## config.mk

```make
export PLATFORM = sky130hd
export DESIGN_NAME = mac_periph_regfile
export DESIGN_NICKNAME = d
export VERILOG_FILES = /design/src/rtl/mac_periph_pkg.sv /design/src/rtl/mac_periph_be_reg.sv /design/src/rtl/mac_periph_regfile.sv
export SDC_FILE = /design/constraint.sdc
export NUM_CORES = 1
export LEC_CHECK = 0
export BUFFER_PORTS_ARGS = -buffer_cell sky130_fd_sc_hd__buf_2
export CORE_MARGIN = 8
export CORE_UTILIZATION = 55
export DETAILED_ROUTE_END_ITERATION = 12
export GPL_ROUTABILITY_DRIVEN = 0
export GPL_TIMING_DRIVEN = 1
export HOLD_SLACK_MARGIN = 0.02
export PLACE_DENSITY = 0.77
export SLEW_MARGIN = 5
export SYNTH_ARGS = -nofsm -noshare
export SYNTH_HDL_FRONTEND = slang
export SYNTH_SLANG_ARGS = --single-unit
```

## constraint.sdc

```tcl
create_clock -name clk -period 5.7 [get_ports clk]
set_input_delay 0.855 -clock clk [delete_from_list [all_inputs] [get_ports clk]]
set_output_delay 0.855 -clock clk [all_outputs]
set_load 0.02 [all_outputs]
```

## src/rtl/mac_periph_pkg.sv

```systemverilog
// rtl/mac_periph_pkg.sv - register map, FSM state type and helpers for the MAC peripheral register file
// Contents:
//   REG_*        byte offsets of the control, generic and job registers
//   ACQUIRE_FAIL value returned by an ACQUIRE read when the engine is not idle
//   state_e      job FSM states
//   be_merge     byte-enable merge of write data into a 32-bit word
package mac_periph_pkg;

  localparam logic [7:0] REG_TRIGGER         = 8'h00;
  localparam logic [7:0] REG_ACQUIRE         = 8'h04;
  localparam logic [7:0] REG_FINISHED        = 8'h08;
  localparam logic [7:0] REG_STATUS          = 8'h0C;
  localparam logic [7:0] REG_RUNNING         = 8'h10;
  localparam logic [7:0] REG_SOFTCLEAR       = 8'h14;
  localparam logic [7:0] REG_RESERVED        = 8'h18;
  localparam logic [7:0] REG_SWEVT           = 8'h1C;
  localparam logic [7:0] REG_GENERIC0        = 8'h20;
  localparam logic [7:0] REG_JOB_A           = 8'h40;
  localparam logic [7:0] REG_JOB_B           = 8'h44;
  localparam logic [7:0] REG_JOB_C           = 8'h48;
  localparam logic [7:0] REG_JOB_D           = 8'h4C;
  localparam logic [7:0] REG_NB_ITER         = 8'h50;
  localparam logic [7:0] REG_LEN_ITER        = 8'h54;
  localparam logic [7:0] REG_SHIFT_SIMPLEMUL = 8'h58;
  localparam logic [7:0] REG_VECSTRIDE       = 8'h5C;

  localparam logic [31:0] ACQUIRE_FAIL = 32'hFFFF_FFFF;

  typedef enum logic [1:0] {
    IDLE     = 2'd0,
    ACQUIRED = 2'd1,
    RUNNING  = 2'd2
  } state_e;

  function automatic logic [31:0] be_merge(input logic [31:0] cur,
                                           input logic [31:0] wdata,
                                           input logic [3:0]  be);
    logic [31:0] res;
    res = cur;
    for (int b = 0; b < 4; b++) begin
      if (be[b]) res[b*8 +: 8] = wdata[b*8 +: 8];
    end
    return res;
  endfunction

endpackage

```

## src/rtl/mac_periph_be_reg.sv

```systemverilog
// rtl/mac_periph_be_reg.sv - 32-bit register with byte-enable write and synchronous clear
// Ports:
//   clk, rstn  clock, asynchronous active-low reset
//   clear      synchronous clear to 0, takes priority over a write
//   we, be     write strobe and per-byte enables
//   wdata      write data
//   q          register contents
module mac_periph_be_reg
  import mac_periph_pkg::*;
(
  input  logic        clk,
  input  logic        rstn,
  input  logic        clear,
  input  logic        we,
  input  logic [3:0]  be,
  input  logic [31:0] wdata,
  output logic [31:0] q
);

  always_ff @(posedge clk or negedge rstn) begin
    if (!rstn) begin
      q <= '0;
    end else if (clear) begin
      q <= '0;
    end else if (we) begin
      q <= be_merge(q, wdata, be);
    end
  end

endmodule

```

## src/rtl/mac_periph_regfile.sv

```systemverilog
// rtl/mac_periph_regfile.sv - peripheral-bus register file and job FSM of the MAC engine
// Ports:
//   clk, rstn                     clock, asynchronous active-low reset
//   periph_req/gnt/add/wen/be/data/id  request side (wen: 0 = write, 1 = read)
//   periph_r_data/r_valid/r_id    response side, one cycle after each request
//   start_o, clear_o              one-cycle engine start and soft-clear pulses
//   done_i                        one-cycle job-done pulse from the engine
//   job_regs_o                    flat job registers, register 0 in the LSBs
//   evt_o                         one-cycle event pulses
module mac_periph_regfile
  import mac_periph_pkg::*;
#(
  parameter int ID_WIDTH  = 5,
  parameter int N_CORES   = 1,
  parameter int N_GENERIC = 8,
  parameter int N_JOB     = 8
) (
  input  logic                  clk,
  input  logic                  rstn,
  input  logic                  periph_req,
  output logic                  periph_gnt,
  input  logic [31:0]           periph_add,
  input  logic                  periph_wen,
  input  logic [3:0]            periph_be,
  input  logic [31:0]           periph_data,
  input  logic [ID_WIDTH-1:0]   periph_id,
  output logic [31:0]           periph_r_data,
  output logic                  periph_r_valid,
  output logic [ID_WIDTH-1:0]   periph_r_id,
  output logic                  start_o,
  output logic                  clear_o,
  input  logic                  done_i,
  output logic [N_JOB*32-1:0]   job_regs_o,
  output logic [N_CORES-1:0]    evt_o
);

  localparam int GEN_IDX = int'(REG_GENERIC0[7:2]);
  localparam int JOB_IDX = int'(REG_JOB_A[7:2]);

  state_e state_q, state_d;

  logic [5:0]  idx;
  logic        wr, rd;
  logic        trig_wr, clr_wr, swevt_wr, acq_rd;
  logic        start_d, done_evt;
  logic [N_CORES-1:0] evt_d;
  logic [31:0] finished_q;
  logic [31:0] rdata_d;

  logic [N_GENERIC-1:0][31:0] generic_q;
  logic [N_JOB-1:0][31:0]     job_q;
  logic [N_GENERIC-1:0]       generic_we;
  logic [N_JOB-1:0]           job_we;

  logic unused_add;
  assign unused_add = ^{periph_add[31:8], periph_add[1:0]};

  assign periph_gnt = periph_req;
  assign idx        = periph_add[7:2];
  assign wr         = periph_req & ~periph_wen;
  assign rd         = periph_req &  periph_wen;
  assign trig_wr    = wr && (idx == REG_TRIGGER[7:2]);
  assign clr_wr     = wr && (idx == REG_SOFTCLEAR[7:2]);
  assign swevt_wr   = wr && (idx == REG_SWEVT[7:2]);
  assign acq_rd     = rd && (idx == REG_ACQUIRE[7:2]);

  // Generic registers are always writable; job registers are frozen while
  // the engine consumes them and wiped by a soft clear.
  for (genvar g = 0; g < N_GENERIC; g++) begin : gen_generic
    assign generic_we[g] = wr && (int'(idx) == GEN_IDX + g);
    mac_periph_be_reg u_reg (
      .clk   (clk),
      .rstn  (rstn),
      .clear (1'b0),
      .we    (generic_we[g]),
      .be    (periph_be),
      .wdata (periph_data),
      .q     (generic_q[g])
    );
  end

  for (genvar j = 0; j < N_JOB; j++) begin : gen_job
    assign job_we[j] = wr && (state_q != RUNNING) && (int'(idx) == JOB_IDX + j);
    mac_periph_be_reg u_reg (
      .clk   (clk),
      .rstn  (rstn),
      .clear (clr_wr),
      .we    (job_we[j]),
      .be    (periph_be),
      .wdata (periph_data),
      .q     (job_q[j])
    );
  end

  assign job_regs_o = job_q;

  always_ff @(posedge clk or negedge rstn) begin
    if (!rstn) state_q <= IDLE;
    else       state_q <= state_d;
  end

  // Soft clear overrides everything, including a coincident done; a done
  // while RUNNING wins over a trigger simply because triggers are ignored there.
  always_comb begin
    state_d  = state_q;
    start_d  = 1'b0;
    done_evt = 1'b0;
    if (clr_wr) begin
      state_d = IDLE;
    end else begin
      case (state_q)
        IDLE: begin
          if (acq_rd) begin
            state_d = ACQUIRED;
          end else if (trig_wr) begin
            state_d = RUNNING;
            start_d = 1'b1;
          end
        end
        ACQUIRED: begin
          if (trig_wr) begin
            state_d = RUNNING;
            start_d = 1'b1;
          end
        end
        RUNNING: begin
          if (done_i) begin
            state_d  = IDLE;
            done_evt = 1'b1;
          end
        end
        default: state_d = IDLE;
      endcase
    end
    evt_d    = {N_CORES{swevt_wr}};
    evt_d[0] = evt_d[0] | done_evt;
  end

  always_comb begin
    rdata_d = '0;
    if (rd) begin
      case (idx)
        REG_ACQUIRE[7:2]:  rdata_d = (state_q == IDLE) ? 32'd0 : ACQUIRE_FAIL;
        REG_FINISHED[7:2]: rdata_d = finished_q;
        REG_STATUS[7:2]:   rdata_d = {31'd0, state_q == RUNNING};
        REG_RUNNING[7:2]:  rdata_d = {31'd0, state_q != IDLE};
        default: begin
          for (int i = 0; i < N_GENERIC; i++) begin
            if (int'(idx) == GEN_IDX + i) rdata_d = generic_q[i];
          end
          for (int i = 0; i < N_JOB; i++) begin
            if (int'(idx) == JOB_IDX + i) rdata_d = job_q[i];
          end
        end
      endcase
    end
  end

  always_ff @(posedge clk or negedge rstn) begin
    if (!rstn) begin
      periph_r_valid <= 1'b0;
      periph_r_data  <= '0;
      periph_r_id    <= '0;
      start_o        <= 1'b0;
      clear_o        <= 1'b0;
      evt_o          <= '0;
      finished_q     <= '0;
    end else begin
      periph_r_valid <= periph_req;
      periph_r_data  <= rdata_d;
      periph_r_id    <= periph_req ? periph_id : '0;
      start_o        <= start_d;
      clear_o        <= clr_wr;
      evt_o          <= evt_d;
      if (clr_wr)        finished_q <= '0;
      else if (done_evt) finished_q <= finished_q + 32'd1;
    end
  end

endmodule

```

# == Yosys cells after proc, flatten, opt, wreduce, memory -nomap -nowiden ==
# Index checks and enable logic that the tools add are counted.
# op_classes
n_bitwise,4
reduce_logical,101
eq_ne,26
n_addsub,1
n_mux,54
# op_table
cell,count
two-way mux 32 bit,36
case mux 32 bit (4 select lines),1
AND reduction 2 bit,64
"equality test 6 x 5 -> 1 bit, second input constant",8
"equality test 6 bit, second input constant",8
"adder 32 x 1 -> 32 bit, second input constant",1
two-way mux 8 bit,4
nonzero test 2 bit,14
logical AND 1 bit,21
"equality test 6 x 3 -> 1 bit, second input constant",3
"equality test 6 x 2 -> 1 bit, second input constant",2
two-way mux 2 bit,4
"equality test 6 x 1 -> 1 bit, second input constant",1
logical NOT 6 bit,1
two-way mux 1 bit,6
case mux 2 bit (3 select lines),1
two-way mux 5 bit,1
"!= test 3 bit, second input constant",1
bitwise AND 1 bit,2
"equality test 2 x 1 -> 1 bit, second input constant",1
"equality test 2 bit, second input constant",1
logical NOT 2 bit,1
"!= test 2 bit, second input constant",1
case mux 1 bit (2 select lines),1
2 further kinds,2
# totals
ff_bits,587
out_inout_bits,298
inputBits,78

# == Logic depth before layout (Yosys ltp) ==
# logic_depth
word_depth,19
mapped_depth,10

# == Cells and area by module ==
# A second synthesis with hierarchy kept.
# unflattened
hier_cells,3281
area_unflattened_um2,33444.6
# by_module_without_submodules
mod,seq_area_each_um2,area_per_inst_um2,cells_per_inst,instances
mac_periph_be_reg,800.8,1626.6,146,16
mac_periph_regfile,1876.8,7419.6,945,1

# == Worst setup path before layout ==
# OpenSTA, ideal clock, no wires.
# synth_timing
kind,input -> register
from,input port periph_add[3]
to,register periph_r_data[14]
setup_ns,0.136
n_path_buf,3
t_required_ns,5.564
stages,8
slack_ns,3.139
arrival_ns,2.425
cell_sequence,buf_2 > buf_2 > clkbuf_1 > mux2_2 > a22oi_1 > o211ai_1 > a211oi_1 > nor3_1
# synth_via
elab_chain_cells,19
# synth_rtl
element,line_no,source
"start, declared",mac_periph_regfile.sv:22,"input logic [31:0] periph_add,"
equality test 6 x 5 -> 1 bit,mac_periph_regfile.sv:149,if (int'(idx) == GEN_IDX + i) rdata_d = generic_q[i];
two-way mux 32 bit (8 in series),mac_periph_regfile.sv:149,
two-way mux 32 bit (8 in series),mac_periph_regfile.sv:152,if (int'(idx) == JOB_IDX + i) rdata_d = job_q[i];
case mux 32 bit (4 select lines) (*),mac_periph_regfile.sv:142,case (idx)
two-way mux 32 bit (*),mac_periph_regfile.sv:141,if (rd) begin
via rdata_d[14],mac_periph_regfile.sv:48,logic [31:0] rdata_d;
"end signal, assigned",mac_periph_regfile.sv:170,periph_r_data <= rdata_d;
"end, declared",mac_periph_regfile.sv:27,"output logic [31:0] periph_r_data,"
# Mark *: on every way through the listed nets, which the timed path passes. The rest lies on a longest branch.
# A chain may end at the register's enable or synchronous reset.

# == Worst setup path in the final report ==
# layout_timing
from,input port periph_add[3]
to,register gen_job[2].u_reg.q[4]
# layout_via
elab_chain_cells,4
# layout_rtl
element,line_no,source
equality test 6 x 3 -> 1 bit or equality test 6 bit (tied branches),"mac_periph_regfile.sv:63, mac_periph_regfile.sv:83",
logical AND 1 bit (on tied branches),"mac_periph_regfile.sv:63, mac_periph_regfile.sv:83",
nonzero test 2 bit (no source line),n/a,
AND reduction 2 bit (no source line),n/a,
"end signal, assigned",mac_periph_be_reg.sv:26,"q <= be_merge(q, wdata, be);"
"end, declared",mac_periph_be_reg.sv:17,output logic [31:0] q
# Parallel ways exist; a longest one is shown, timed or not.

==> qor.csv <==
metric;value;unit
RSZ-0062 raised after global routing;false;
register area;0.01469;sq mm
Fill cells;3617;
max incr delay on CP;1.18;ns
Max Clk Rate;0.2781;GHz
Int Power;7258;uW
Rows;80;
Iter 0 DRT Violations;2948;
Setup Buffers After CTS;0;
crit-path max FO;54;
largest area contributor in the netlist;dfrtp_1;
TritonCTS Buffers;57;
reg2reg setup slack;3.09;ns
Worst-path clk slew;0.07;ns
number of I/O pins;376;
clk_skew;0.02609;ns
Sw Share;0.2780;
Post-synth ARST share;1.000;
grt peak-use layer;met2;
Clock Tree Buf Depth;3;
Post-synth EDFFs;0;
clk_lat worst skew;0.63;ns
final worst-path cycle share;0.6308;
WP data arrival;4.03;ns
endpoints failing setup;0;
leakage;0.01503;uW
Worst path slowest cell;a21oi_1;
Port Buffers;349;
worst slew pin tran;1.341;ns
crit-path cells;buf_4 -> nor2b_1 -> nand4_1 -> buf_4 -> inv_2 -> a21oi_1 -> o21ai_0;
met2 Usage GRT;0.4815;
synth-to-layout area growth;16.11;%
Mean Syn Cell Area;11.09;sq um
Comb pwr share;0.124;
Rel. slew slack;0.1059;
kind of critical path;in2reg;
crit start category;primary input;
number of global-route vias before repair;21010;
WP data required;6.13;ns
clk root buf;clkbuf_16;
grt ovf;0;
CTS sink count;587;
worst min path class;in2async;
Synth area leaders;dfrtp_1 56%, mux2_2 12%, nand2_1 5.6%;
R2R cell count;4;
register area share after synthesis;0.5592;
Total Nets Final;2755;
first-pass GRT wire length;131400;um
# H-tree levels;2;
PostCTS Resize Cnt;0;
commonest non-fill, non-tap cell in the layout;dfrtp_1;
sequential fraction of design power;0.473;
Critical Path Most Common Cell;buf_4;
Post-DP HPWL;62280;um
Ys Warns;0;
CP delay by family, top;compound AO/OA/AOI/OAI gates;
Synth top area share;0.5592;
share of cells above drive strength 1;0.3109;
DR vias/cell;6.507;
M3 GR Usage;0.07905;
die area;0.05501;sq mm
drt wl/cell;26.48;um
Worst Hold Slack;0.2274;ns
Tot GR Track Use;0.3141;
Core Box Area;0.04745;sq mm
Clk pwr share;0.402;
most frequent cells in the layout;587 x dfrtp_1, 391 x nand2_1, 346 x buf_2;
Multi-input gate area;0.01093;sq mm
Slew Limit Fails;0;
RR Endpoint;gen_job[2].u_reg.q[4];
status;finished clean;
Worst R2R Start;state_q[0];
cells after synthesis;2369;
post-synthesis cell type count;77;
CP endpoint kind;register;
detailed-route via count;21760;
endpoints failing hold;0;
Die W;234.5;um
critical path depth;7;
TritonCTS clock tree;yes;
first-pass iteration count of the detailed router;6;
Buf+Inv Stages, Crit Path;3;
DIE HEIGHT;234.5;um
Total Neg Setup Slack;0;ns
crit path time final;3.596;ns
starting density of the core;0.5536;
initial antenna violation count;13;
# Max-Cap Violations;0;
cell area after synthesis;0.02627;sq mm
final antenna-violating net count;0;
Mapped Nets;2448;
WL final;88570;um
switching power;2794;uW
number of remaining DRC errors;0;
Post-CTS Hold Buffers;0;
Peak VDD IR;260.3;uV
PD cells;329.6;mW/mm^2
routing usage on met1;0.4154;
pin count of the biggest net entering global routing;168;
Most used DFF post-synth;dfrtp_1;
#FFs+latches synth;587;
[routing by layer]
metal	vias to the layer above	share of wire
li1	9175	-
met1	10840	0.37
met2	1410	0.45
met3	316	0.12
met4	16	0.054
met5	-	0.0010
[state kept, by name (all words and copies together) (netlist names)]
register             flops
gen_job.u_reg.q        256
start_o                  1
periph_r_id              5
periph_r_valid           1
evt_o                    1
gen_generic.u_reg.q    256
periph_r_data           32
finished_q              32
state_q                  2
clear_o                  1
[logic make-up (layout without fill, tap and decap cells)]
family | count (synthesis) | count (layout) | synth area share
AND/OR/NAND/NOR | 681 | 681 | 0.1175
adder cells (fa/ha/maj) | 1 | 1 | 0.0004763
multiplexers | 313 | 313 | 0.1462
buffers and inverters | 144 | 499 | 0.02586
flip-flops | 587 | 587 | 0.5592
XOR/XNOR | 25 | 25 | 0.008336
other | 0 | 5 | 0
AO/OA/AOI/OAI | 618 | 618 | 0.1424
[synthesized netlist by cell type, types with 9 or more instances]
| library cell | count |
|---|---|
| o21ai_0 | 286 |
| or3_1 | 11 |
| a21oi_1 | 94 |
| buf_2 | 51 |
| o22ai_1 | 37 |
| nor2_1 | 98 |
| nand3_1 | 34 |
| a211oi_1 | 27 |
| mux2i_1 | 9 |
| xnor2_1 | 18 |
| dfrtp_1 | 587 |
| mux4_2 | 29 |
| nand2_1 | 391 |
| nor3_1 | 38 |
| clkbuf_1 | 64 |
| nor2b_1 | 11 |
| a22oi_1 | 87 |
| mux2_2 | 275 |
| nand4_1 | 11 |
| o211ai_1 | 19 |
| nor2_2 | 31 |
[through the flow]
| stage | total power, uW | cell area, sq um | util | setup WS [ns] | std cells |
|---|---|---|---|---|---|
| 5_1_grt | 10320 | 30500 | 0.6428 | 1.967 | 3343 |
| 6_report | 10050 | 30500 | 0.6429 | 2.104 | 3344 |
| 2_1_floorplan | 5422 | 26270 | - | 3.139 | 2369 |
| 3_5_place_dp | 6055 | 28480 | 0.6003 | 1.603 | 3232 |
| 4_1_cts | 10050 | 30490 | 0.6426 | 2.236 | 3339 |
| 3_3_place_gp | 5999 | 28480 | 0.6003 | 1.687 | 3232 |
[power groups by stage]
stage	sequential, uW	combinational, uW	clock, uW
floorplan	5010	408	0
global placement	4790	1200	0
detailed placement	4820	1240	0
CTS	4740	1250	4060
global route	4790	1330	4210
finish	4760	1250	4050
[worst max path at each step]
| stage | startpoint | endpoint | slack, ns |
|---|---|---|---|
| after global routing | periph_add[3] | gen_job[4].u_reg.q[7] | 1.97 |
| after global placement | periph_add[3] | gen_job[2].u_reg.q[7] | 1.69 |
| final | periph_add[3] | gen_job[2].u_reg.q[4] | 2.10 |
| after CTS | periph_add[3] | gen_job[3].u_reg.q[7] | 2.24 |
| after detailed placement | periph_add[3] | gen_job[3].u_reg.q[7] | 1.60 |
| after floorplan | periph_add[3] | periph_r_data[14] | 3.14 |
[cell type report]
cell class | count | area share
diodes | 5 | 0.0004102
clock buffers | 83 | 0.05595
clock inverters | 24 | 0.009886
flip-flops and latches | 587 | 0.4816
repair buffers | 384 | 0.06760
well taps | 615 | 0.02523
multi-input cells | 1638 | 0.3583
inverters | 8 | 0.0009845
Power figures use the tool's default switching activity.
